==> config.mk <==
export PLATFORM = sky130hd
export DESIGN_NAME = channel_interleaver
export DESIGN_NICKNAME = d
export VERILOG_FILES = /design/src/rtl/channel_interleaver.sv
export SDC_FILE = /design/constraint.sdc
export NUM_CORES = 1
export LEC_CHECK = 0
export BUFFER_PORTS_ARGS = -buffer_cell sky130_fd_sc_hd__buf_2
export CAP_MARGIN = 40
export CELL_PAD_IN_SITES_DETAIL_PLACEMENT = 0
export CELL_PAD_IN_SITES_GLOBAL_PLACEMENT = 1
export CORE_ASPECT_RATIO = 0.75
export CORE_MARGIN = 5
export CORE_UTILIZATION = 55
export CTS_BUF_LIST = sky130_fd_sc_hd__clkbuf_8 sky130_fd_sc_hd__clkbuf_16
export DETAILED_ROUTE_END_ITERATION = 8
export PLACE_DENSITY = 0.89
export SYNTH_ARGS = -nofsm -noshare
export SYNTH_HDL_FRONTEND = slang
export SYNTH_SLANG_ARGS = --single-unit
==> constraint.sdc <==
create_clock -name s_axis_aclk -period 5.1 [get_ports s_axis_aclk]
set_input_delay 0.255 -clock s_axis_aclk [delete_from_list [all_inputs] [get_ports s_axis_aclk]]
set_output_delay 0.255 -clock s_axis_aclk [all_outputs]
set_load 0.01 [all_outputs]
==> src/rtl/channel_interleaver.sv <==
// channel_interleaver: four 24-bit sample streams, one FIFO each, merged
// into a single 32-bit stream in strict channel order 0,1,2,3,0,...
// Samples are sign-extended on output; tuser carries the channel index and
// tlast marks channel 3 (the end of a frame).
//
// Handshake semantics (all ports): a transfer happens on a rising edge of
// s_axis_aclk where tvalid and tready are both high. A source holds tvalid
// and its payload stable until the transfer; sN_axis_tready is a
// registered "FIFO not full" flag and never looks at m_axis_tready.
module channel_interleaver #(
  parameter int FIFO_DEPTH = 4
) (
  input  logic        s_axis_aclk,
  input  logic        s_axis_arstn,

  input  logic [23:0] s0_axis_tdata,
  input  logic        s0_axis_tvalid,
  output logic        s0_axis_tready,

  input  logic [23:0] s1_axis_tdata,
  input  logic        s1_axis_tvalid,
  output logic        s1_axis_tready,

  input  logic [23:0] s2_axis_tdata,
  input  logic        s2_axis_tvalid,
  output logic        s2_axis_tready,

  input  logic [23:0] s3_axis_tdata,
  input  logic        s3_axis_tvalid,
  output logic        s3_axis_tready,

  output logic [31:0] m_axis_tdata,
  output logic        m_axis_tvalid,
  input  logic        m_axis_tready,
  output logic [1:0]  m_axis_tuser,
  output logic        m_axis_tlast
);

  localparam int PTR_W = (FIFO_DEPTH > 1) ? $clog2(FIFO_DEPTH) : 1;
  localparam int CNT_W = PTR_W + 1;
  localparam logic [CNT_W-1:0] FULL_CNT = CNT_W'(FIFO_DEPTH);

  // Per-channel views of the flat port list so the FIFOs can be generated.
  logic [23:0] in_data  [4];
  logic [3:0]  in_valid;
  logic [3:0]  in_ready;
  logic [23:0] head     [4];
  logic [3:0]  nonempty;

  // Output-side state: channel pointer and the load strobe shared by all
  // FIFOs (only the FIFO selected by cur is popped).
  logic [1:0]  cur;
  logic        load;
  logic [23:0] sel_head;

  assign in_data[0] = s0_axis_tdata;
  assign in_data[1] = s1_axis_tdata;
  assign in_data[2] = s2_axis_tdata;
  assign in_data[3] = s3_axis_tdata;

  assign in_valid = {s3_axis_tvalid, s2_axis_tvalid, s1_axis_tvalid, s0_axis_tvalid};

  assign s0_axis_tready = in_ready[0];
  assign s1_axis_tready = in_ready[1];
  assign s2_axis_tready = in_ready[2];
  assign s3_axis_tready = in_ready[3];

  // The output register takes a new sample when the selected channel has
  // data and the register is empty or being drained this edge. An empty
  // selected channel stalls everything behind it: order is never broken.
  assign load     = nonempty[cur] && (!m_axis_tvalid || m_axis_tready);
  assign sel_head = head[cur];

  for (genvar n = 0; n < 4; n++) begin : g_ch
    logic [23:0]      mem [FIFO_DEPTH];
    logic [PTR_W-1:0] wr_ptr;
    logic [PTR_W-1:0] rd_ptr;
    logic [CNT_W-1:0] count;
    logic [CNT_W-1:0] count_nxt;
    logic             rdy;
    logic             wr_en;
    logic             rd_en;

    // A full FIFO has rdy low, so a write can never land on a full buffer;
    // space freed by a read only becomes visible on the following cycle.
    assign wr_en = in_valid[n] && rdy;
    assign rd_en = load && (cur == 2'(n));

    // Next occupancy: a simultaneous read and write cancel out.
    always_comb begin
      count_nxt = count;
      if (wr_en && !rd_en) begin
        count_nxt = count + CNT_W'(1);
      end else if (rd_en && !wr_en) begin
        count_nxt = count - CNT_W'(1);
      end
    end

    // Pointers, occupancy and the registered ready flag. rdy is held low in
    // reset and rises on the first edge after release.
    always_ff @(posedge s_axis_aclk or negedge s_axis_arstn) begin
      if (!s_axis_arstn) begin
        wr_ptr <= '0;
        rd_ptr <= '0;
        count  <= '0;
        rdy    <= 1'b0;
      end else begin
        if (wr_en) begin
          wr_ptr <= wr_ptr + PTR_W'(1);
        end
        if (rd_en) begin
          rd_ptr <= rd_ptr + PTR_W'(1);
        end
        count <= count_nxt;
        rdy   <= (count_nxt != FULL_CNT);
      end
    end

    // Sample storage; contents are only meaningful below count, so no reset.
    always_ff @(posedge s_axis_aclk) begin
      if (wr_en) begin
        mem[wr_ptr] <= in_data[n];
      end
    end

    assign head[n]     = mem[rd_ptr];
    assign nonempty[n] = (count != '0);
    assign in_ready[n] = rdy;
  end

  // Output register and channel pointer. Payload only changes on load, so
  // it is stable for as long as the downstream stalls.
  always_ff @(posedge s_axis_aclk or negedge s_axis_arstn) begin
    if (!s_axis_arstn) begin
      cur           <= 2'd0;
      m_axis_tvalid <= 1'b0;
      m_axis_tdata  <= 32'd0;
      m_axis_tuser  <= 2'd0;
      m_axis_tlast  <= 1'b0;
    end else if (load) begin
      cur           <= cur + 2'd1;
      m_axis_tvalid <= 1'b1;
      m_axis_tdata  <= {{8{sel_head[23]}}, sel_head};
      m_axis_tuser  <= cur;
      m_axis_tlast  <= (cur == 2'd3);
    end else if (m_axis_tready) begin
      m_axis_tvalid <= 1'b0;
    end
  end

endmodule

==> metrics.csv, run 1 <==
stage;metric;value;unit
setup_path;reg2reg_from;g_ch[3].count[0];
setup_path;cp_slowest_cell;nor4_4;
timing;fin_skew;0.0292;ns
timing;slew_headroom;43.3;%
yosys;synth_xor_area_share;1.41;%
yosys;postSynthCellCount;948;
placed_design;placed_area;19300;um^2
die;die_area;36500;um^2
clocking;postCtsHoldBufs;97;
status;status;complete, no violations;
detailed_routing;drt-total-wl;38.2;mm
cells_and_area;final_area;21600;um^2
cells_and_area;diodes;0;
setup_path;max_stage_delay;0.54;ns
detailed_routing;post-route-drc-count;0;
grt;grt_remaining_overflow;0;
detailed_routing;dr.pass1.iters;5;
grt;grt_pass1_wl;59.3;mm
cells_and_area;final_common_cell;edfxtp_1;
yosys;synthTopCellsByArea;edfxtp_1 64%, mux4_2 12%, dfrtp_1 8.6%;
setup_path;worstSetupPathType;reg -> reg;
setup_path;cp_max_fo;51;
die;ios;143;
min_path;hp-class;in -> reg;
power_and_ir_drop;ir_drop;0.351;mV
clocking;path_clk_slew;0.07;ns
setup_path;cp.required;5.53;ns
detailed_routing;vias;9592;
clocking;insertion_delay;0.55;ns
cells_and_area;layout.nets;1340;
setup_path;cp_common_cell;buf_4;
timing;fmax;0.360;GHz
setup_path;crit_chain;inv_1, ha_1, and4b_4, nor4_4, buf_4, and2_1, buf_4, and3_1, a211oi_2;
grt;grt_max_degree;63;
clocking;cts_max_level;2;
yosys;ys_seq_area_share;72.6;%
yosys;synth-seq-cells;446;
detailed_routing;drt_iter0_drc;905;
cells_and_area;final_cell_mix;384 x edfxtp_1, 142 x buf_2, 97 x dlygate4sd3_1;
clocking;clockRootBuffer;clkbuf_16;
cells_and_area;syn_to_final_growth;19.8;%
power_and_ir_drop;p_per_area;577;nW/um^2
yosys;synth_edf_count;384;
setup_path;r2r_slack;2.33;ns
timing;timing.final.crit_share;54.4;%
clocking;cts_buffer_depth;3;
timing;tns;0;ns
timing;tightestPinTransition;0.851;ns
placed_design;post-dp-hpwl;24.8;mm
timing;period_needed;2.77;ns
timing;slew_viol_final;0;
die;initial_utilization;55.7;%
yosys;yosys.area_share.simple;4.94;%
grt;grt_antenna_before_repair;1;
detailed_routing;viasPerCell;5.71;
yosys;synth_cell_types;36;
yosys;async_flop_share;13.9;%
job;cap_violations;0;
yosys;syn-cell-area;18000;um^2
timing;finalHoldViolCount;0;
clocking;cts_resized;0;
setup_path;critPathLaunchType;register;
die;die_w;219;um
detailed_routing;wl_per_cell;22.7;um
yosys;syn_nets;1083;
yosys;synth_fa_ha_area_share;2.22;%
cells_and_area;fill_cells;2133;
grt;track_usage;21.1;%
setup_path;reg2regPathDepth;9;
clocking;postCtsSetupRepairBufs;0;
cells_and_area;utilization;66.7;%
yosys;synth_top_family_by_area;multiplexers;
die;coreArea;32400;um^2
setup_path;crit_path_end_kind;register;
setup_path;crit_start;g_ch[3].count[0];
clocking;cts_tree;done;
clocking;numCtsBuffers;42;
cells_and_area;drive_gt1_share;29.3;%
setup_path;endpoint;m_axis_tdata[4];
timing;rsz0062_at_grt;no;
yosys;yosys_warnings;0;
yosys;synth_largest_area_cell;edfxtp_1;
yosys;synth_compound_area_share;3.40;%
placed_design;place_congestion;0.816;
clocking;clock-sinks;446;
power_and_ir_drop;p_leak;7.90;nW
die;placementRows;57;
timing;setup_viol;0;
yosys;avgSynthCellArea;19.0;um^2
yosys;synth_flop_cell;edfxtp_1;
yosys;synth_top_area_share;64.0;%
detailed_routing;antenna_left;0;
setup_path;crit_arrival;3.20;ns
placed_design;port_buffers;142;
yosys;synthMuxAreaShare;13.3;%
die;die_h;167;um
grt;grt_pass1_vias;10068;
setup_path;r2r_end;m_axis_tdata[4];
==> worst min path at each step <==
stage	to	cells past startpoint	start	slack (ns)
after global placement	g_ch[0].mem[2][1]	1	s0_axis_tdata[1]	0.47
after detailed placement	g_ch[2].mem[1][1]	1	s2_axis_tdata[1]	0.47
after CTS	m_axis_tvalid	3	m_axis_tready	0.15
after floorplan	cur[0]	0	s_axis_arstn	-0.04
after global routing	m_axis_tvalid	3	m_axis_tready	0.20
final	m_axis_tvalid	3	m_axis_tready	0.18
==> state kept, by name, indices dropped and copies added, names as in the netlist <==
| register | cells |
|---|---|
| m_axis_tvalid | 1 |
| m_axis_tlast | 1 |
| s3_axis_tready | 1 |
| m_axis_tdata | 24 |
| s1_axis_tready | 1 |
| g_ch.wr_ptr | 8 |
| g_ch.count | 12 |
| g_ch.rd_ptr | 8 |
| s2_axis_tready | 1 |
| g_ch.mem | 384 |
| s0_axis_tready | 1 |
| m_axis_tuser | 2 |
| cur | 2 |
==> stage by stage <==
stage                     setup WS [ns]  power, mW  instances  hold slack [ns]
after floorplan                    3.12       8.15        948          -0.0406
after global placement             1.93       9.19       1503            0.467
after detailed placement           2.37       9.38       1506            0.472
after CTS                          2.36       12.6       1680            0.152
after global routing               2.16       13.1       1680            0.198
final                              2.33       12.5       1680            0.176
==> synthesized netlist by cell type, types with 2 or more instances <==
cell type and n:
a211oi_2 24, a21boi_0 4, a21oi_1 28, and2_1 9, and2_4 4, and3_1 44, and4bb_1 2, buf_1 3
buf_2 16, buf_4 18, buf_6 2, clkbuf_1 18, dfrtp_1 62, edfxtp_1 384, ha_1 32, inv_1 17
mux2i_1 24, mux4_2 96, nand2_1 49, nand3_1 8, nor2_1 36, nor4_1 8, o21ai_0 14, o31ai_1 4
o32ai_1 4, xnor2_1 21, xor2_1 8
==> worst max-delay path: cells and delay by family, from the launching register on <==
kind            cells  cell delay [ns]
simple gates        4             1.16
buf+inv             3             0.78
flops               1             0.42
fa+ha+maj           1             0.23
compound gates      1             0.05
==> report_power, final <==
group | leakage (nW) | total, mW | switching (mW) | internal (mW)
Clock | 0.709 | 3.11 | 1.33 | 1.78
Combinational | 2.96 | 4.09 | 2.27 | 1.82
Sequential | 4.23 | 5.26 | 0.406 | 4.85
Total | 7.90 | 12.5 | 4.00 | 8.46
==> kinds of logic (layout without fill, tap and decap cells) <==
logic type / Yosys count / count (layout)
flip-flops: 446 / 446
multiplexers: 120 / 120
AO/OA/AOI/OAI: 79 / 79
AND/OR/NAND/NOR: 167 / 167
buffers and inverters: 75 / 365
XOR/XNOR: 29 / 29
adder cells (fa/ha/maj): 32 / 32
==> routing by layer <==
layer	global-route usage, %	wire [um]
met5	0	7
met4	5.29	895
met3	4.43	2950
met2	34.2	19000
met1	29.9	15400
==> final cells by class <==
class / count / area, um^2 / area share (%)
clock buffers: 43 / 1060 / 4.93
well taps: 442 / 553 / 2.56
inverters: 18 / 67.6 / 0.313
flip-flops and latches: 446 / 13100 / 60.6
repair buffers: 270 / 1970 / 9.10
multi-input cells: 427 / 4560 / 21.1
clock inverters: 34 / 310 / 1.44
Power figures use the tool's default switching activity.
==> inputs of run 2 (changes only) <==
- CORE_UTILIZATION: 55 -> 52
- PLACE_DENSITY: 0.89 -> 0.85
- clock period: 5.1 -> 2.68 ns (I/O delays scaled with it)
==> run 2 against run 1 <==
Compared with the run above: critical path depth shrank 1; cell area about the same; setup slack worse by 1.9 ns; routed wire length decreased by 0.71%; sequential share of layout area about the same; clock power increased by 82%; largest cell class unchanged; highest routed layer is now met4.
==> metrics.csv, run 2 (synthesized netlist as in run 1, its figures left out) <==
stage;metric;value;unit;change
status;status;complete, no violations;;unchanged
timing;setup_viol;0;;unchanged
die;coreArea;34500;um^2;was 32400 um^2
timing;tns;0;ns;unchanged
timing;fmax;0.449;GHz;was 0.360 GHz
detailed_routing;vias;9467;;was 9592
detailed_routing;drt-total-wl;37.9;mm;was 38.2 mm
clocking;cts_tree;done;;unchanged
cells_and_area;fill_cells;2387;;was 2133
grt;grt_pass1_vias;9863;;was 10068
placed_design;port_buffers;142;;unchanged
cells_and_area;regMostFlops;g_ch.mem;;unchanged
clocking;path_clk_slew;0.06;ns;was 0.07 ns
setup_path;crit_arrival;2.64;ns;was 3.20 ns
timing;tightestPinTransition;0.858;ns;was 0.851 ns
cells_and_area;largest_register_ffs;384;;unchanged
power_and_ir_drop;p_leak;7.90;nW;about the same
cells_and_area;final_cell_mix;384 x edfxtp_1, 142 x buf_2, 97 x dlygate4sd3_1;;unchanged
placed_design;post-dp-hpwl;24.6;mm;was 24.8 mm
clocking;postCtsSetupRepairBufs;0;;unchanged
timing;finalHoldViolCount;0;;unchanged
grt;grt_pass1_wl;58.4;mm;was 59.3 mm
cells_and_area;layout.nets;1344;;was 1340
power_and_ir_drop;p_per_area;1080;nW/um^2;was 577 nW/um^2
die;die_h;171;um;was 167 um
clocking;clockRootBuffer;clkbuf_16;;unchanged
grt;track_usage;19.9;%;was 21.1%
timing;slew_headroom;42.8;%;was 43.3%
min_path;hp-start;m_axis_tready;;unchanged
detailed_routing;viasPerCell;5.58;;was 5.71
job;cap_violations;0;;unchanged
setup_path;cp.required;3.09;ns;was 5.53 ns
cells_and_area;drive_gt1_share;29.7;%;was 29.3%
die;placementRows;59;;was 57
die;ios;143;;unchanged
timing;fin_skew;0.0113;ns;was 0.0292 ns
detailed_routing;dr.pass1.iters;5;;unchanged
setup_path;crit_start;g_ch[2].count[0];;was g_ch[3].count[0]
setup_path;r2r_slack;0.45;ns;was 2.33 ns
detailed_routing;wl_per_cell;22.3;um;was 22.7 um
power_and_ir_drop;p_total;23.4;mW;was 12.5 mW
grt;grt_max_degree;63;;unchanged
detailed_routing;post-route-drc-count;0;;unchanged
setup_path;crit_path_end_kind;register;;unchanged
clocking;insertion_delay;0.54;ns;was 0.55 ns
setup_path;reg2reg_from;g_ch[2].count[0];;was g_ch[3].count[0]
grt;grt_antenna_before_repair;0;;was 1
setup_path;worstSetupPathType;reg -> reg;;unchanged
die;die_w;225;um;was 219 um
clocking;numCtsBuffers;42;;unchanged
cells_and_area;reg.largest.list;g_ch.mem (384), m_axis_tdata (24), g_ch.count (12);;unchanged
cells_and_area;final_common_cell;edfxtp_1;;unchanged
timing;timing.final.crit_share;83.2;%;was 54.4%
grt;grt_remaining_overflow;0;;unchanged
clocking;cts_buffer_depth;3;;unchanged
cells_and_area;syn_to_final_growth;19.8;%;about the same
min_path;hp-class;in -> reg;;unchanged
timing;slew_viol_final;0;;unchanged
setup_path;critPathLaunchType;register;;unchanged
power_and_ir_drop;ir_drop;0.746;mV;was 0.351 mV
cells_and_area;diodes;0;;unchanged
clocking;cts_resized;0;;unchanged
placed_design;place_congestion;0.812;;was 0.816
clocking;clock-sinks;446;;unchanged
clocking;postCtsHoldBufs;97;;unchanged
clocking;cts_max_level;2;;unchanged
detailed_routing;antenna_left;0;;unchanged
die;initial_utilization;52.3;%;was 55.7%
timing;rsz0062_at_grt;no;;unchanged
timing;period_needed;2.23;ns;was 2.77 ns
detailed_routing;drt_iter0_drc;826;;was 905
die;die_area;38500;um^2;was 36500 um^2
setup_path;cp_max_fo;51;;unchanged
==> run 2: cell count changes in the layout (fill, tap and decap cells not counted), moves of 2 or more <==
cell,delta
clkinv_1,-5
buf_4,+3
bufinv_16,-4
buf_16,-2
buf_12,+3
inv_1,+3
clkbuf_8,+5
==> run 2: area by class of cell <==
| type | count | area [um^2] | area share [%] |
|---|---|---|---|
| Sequential cell | 446 | 13100 | 60.6 |
| Multi-Input combinational cell | 427 | 4560 | 21.1 |
| Timing Repair Buffer | 274 | 1990 | 9.24 |
| Clock buffer | 49 | 1160 | 5.37 |
| Tap cell | 457 | 572 | 2.65 |
| Clock inverter | 27 | 155 | 0.719 |
| Inverter | 18 | 67.6 | 0.313 |
==> run 2: critical path, stage by stage (launching register included) <==
cell      delay (ns)
dfrtp_1         0.46
inv_1           0.12
ha_1            0.21
and4bb_1        0.24
nor4_4          0.31
and2_1          0.23
buf_12          0.21
and3_1          0.23
a211oi_2        0.06
==> run 2: metal layers <==
| metal | wire [um] | vias up | track usage [%] |
|---|---|---|---|
| li1 | - | 4264 | - |
| met1 | 16100 | 4878 | 28.8 |
| met2 | 19100 | 279 | 32.6 |
| met3 | 2130 | 46 | 3.40 |
| met4 | 554 | 0 | 4.10 |
| met5 | 0 | - | 0 |
==> run 2: path summary, 6_finish.rpt <==
path	end	depth (start not counted)
min in group asynchronous	g_ch[2].wr_ptr[0]	3
min	m_axis_tvalid	3
max reg2reg	m_axis_tdata[3]	8
max in group asynchronous	g_ch[1].rd_ptr[0]	3
min reg2reg	m_axis_tlast	2
max	m_axis_tdata[3]	8
==> run 2: stage by stage <==
stage	instance area [um^2]	setup WS (ns)	hold WS (ns)	instances	utilization (%)
2_1_floorplan	18000	0.697	-0.162	948	-
3_3_place_gp	19300	0.567	0.347	1525	56.0
3_5_place_dp	19300	0.492	0.352	1525	56.0
4_1_cts	21600	0.472	0.0176	1698	62.6
5_1_grt	21600	0.308	0.0475	1698	62.6
6_report	21600	0.451	0.0374	1698	62.6
==> run 2: where the power goes <==
part	internal [mW]	leakage, nW	total, mW	switching [mW]
Combinational	3.51	2.98	7.75	4.24
Clock	3.18	0.696	5.67	2.49
Sequential	9.24	4.23	10.0	0.764
Total	15.9	7.90	23.4	7.50
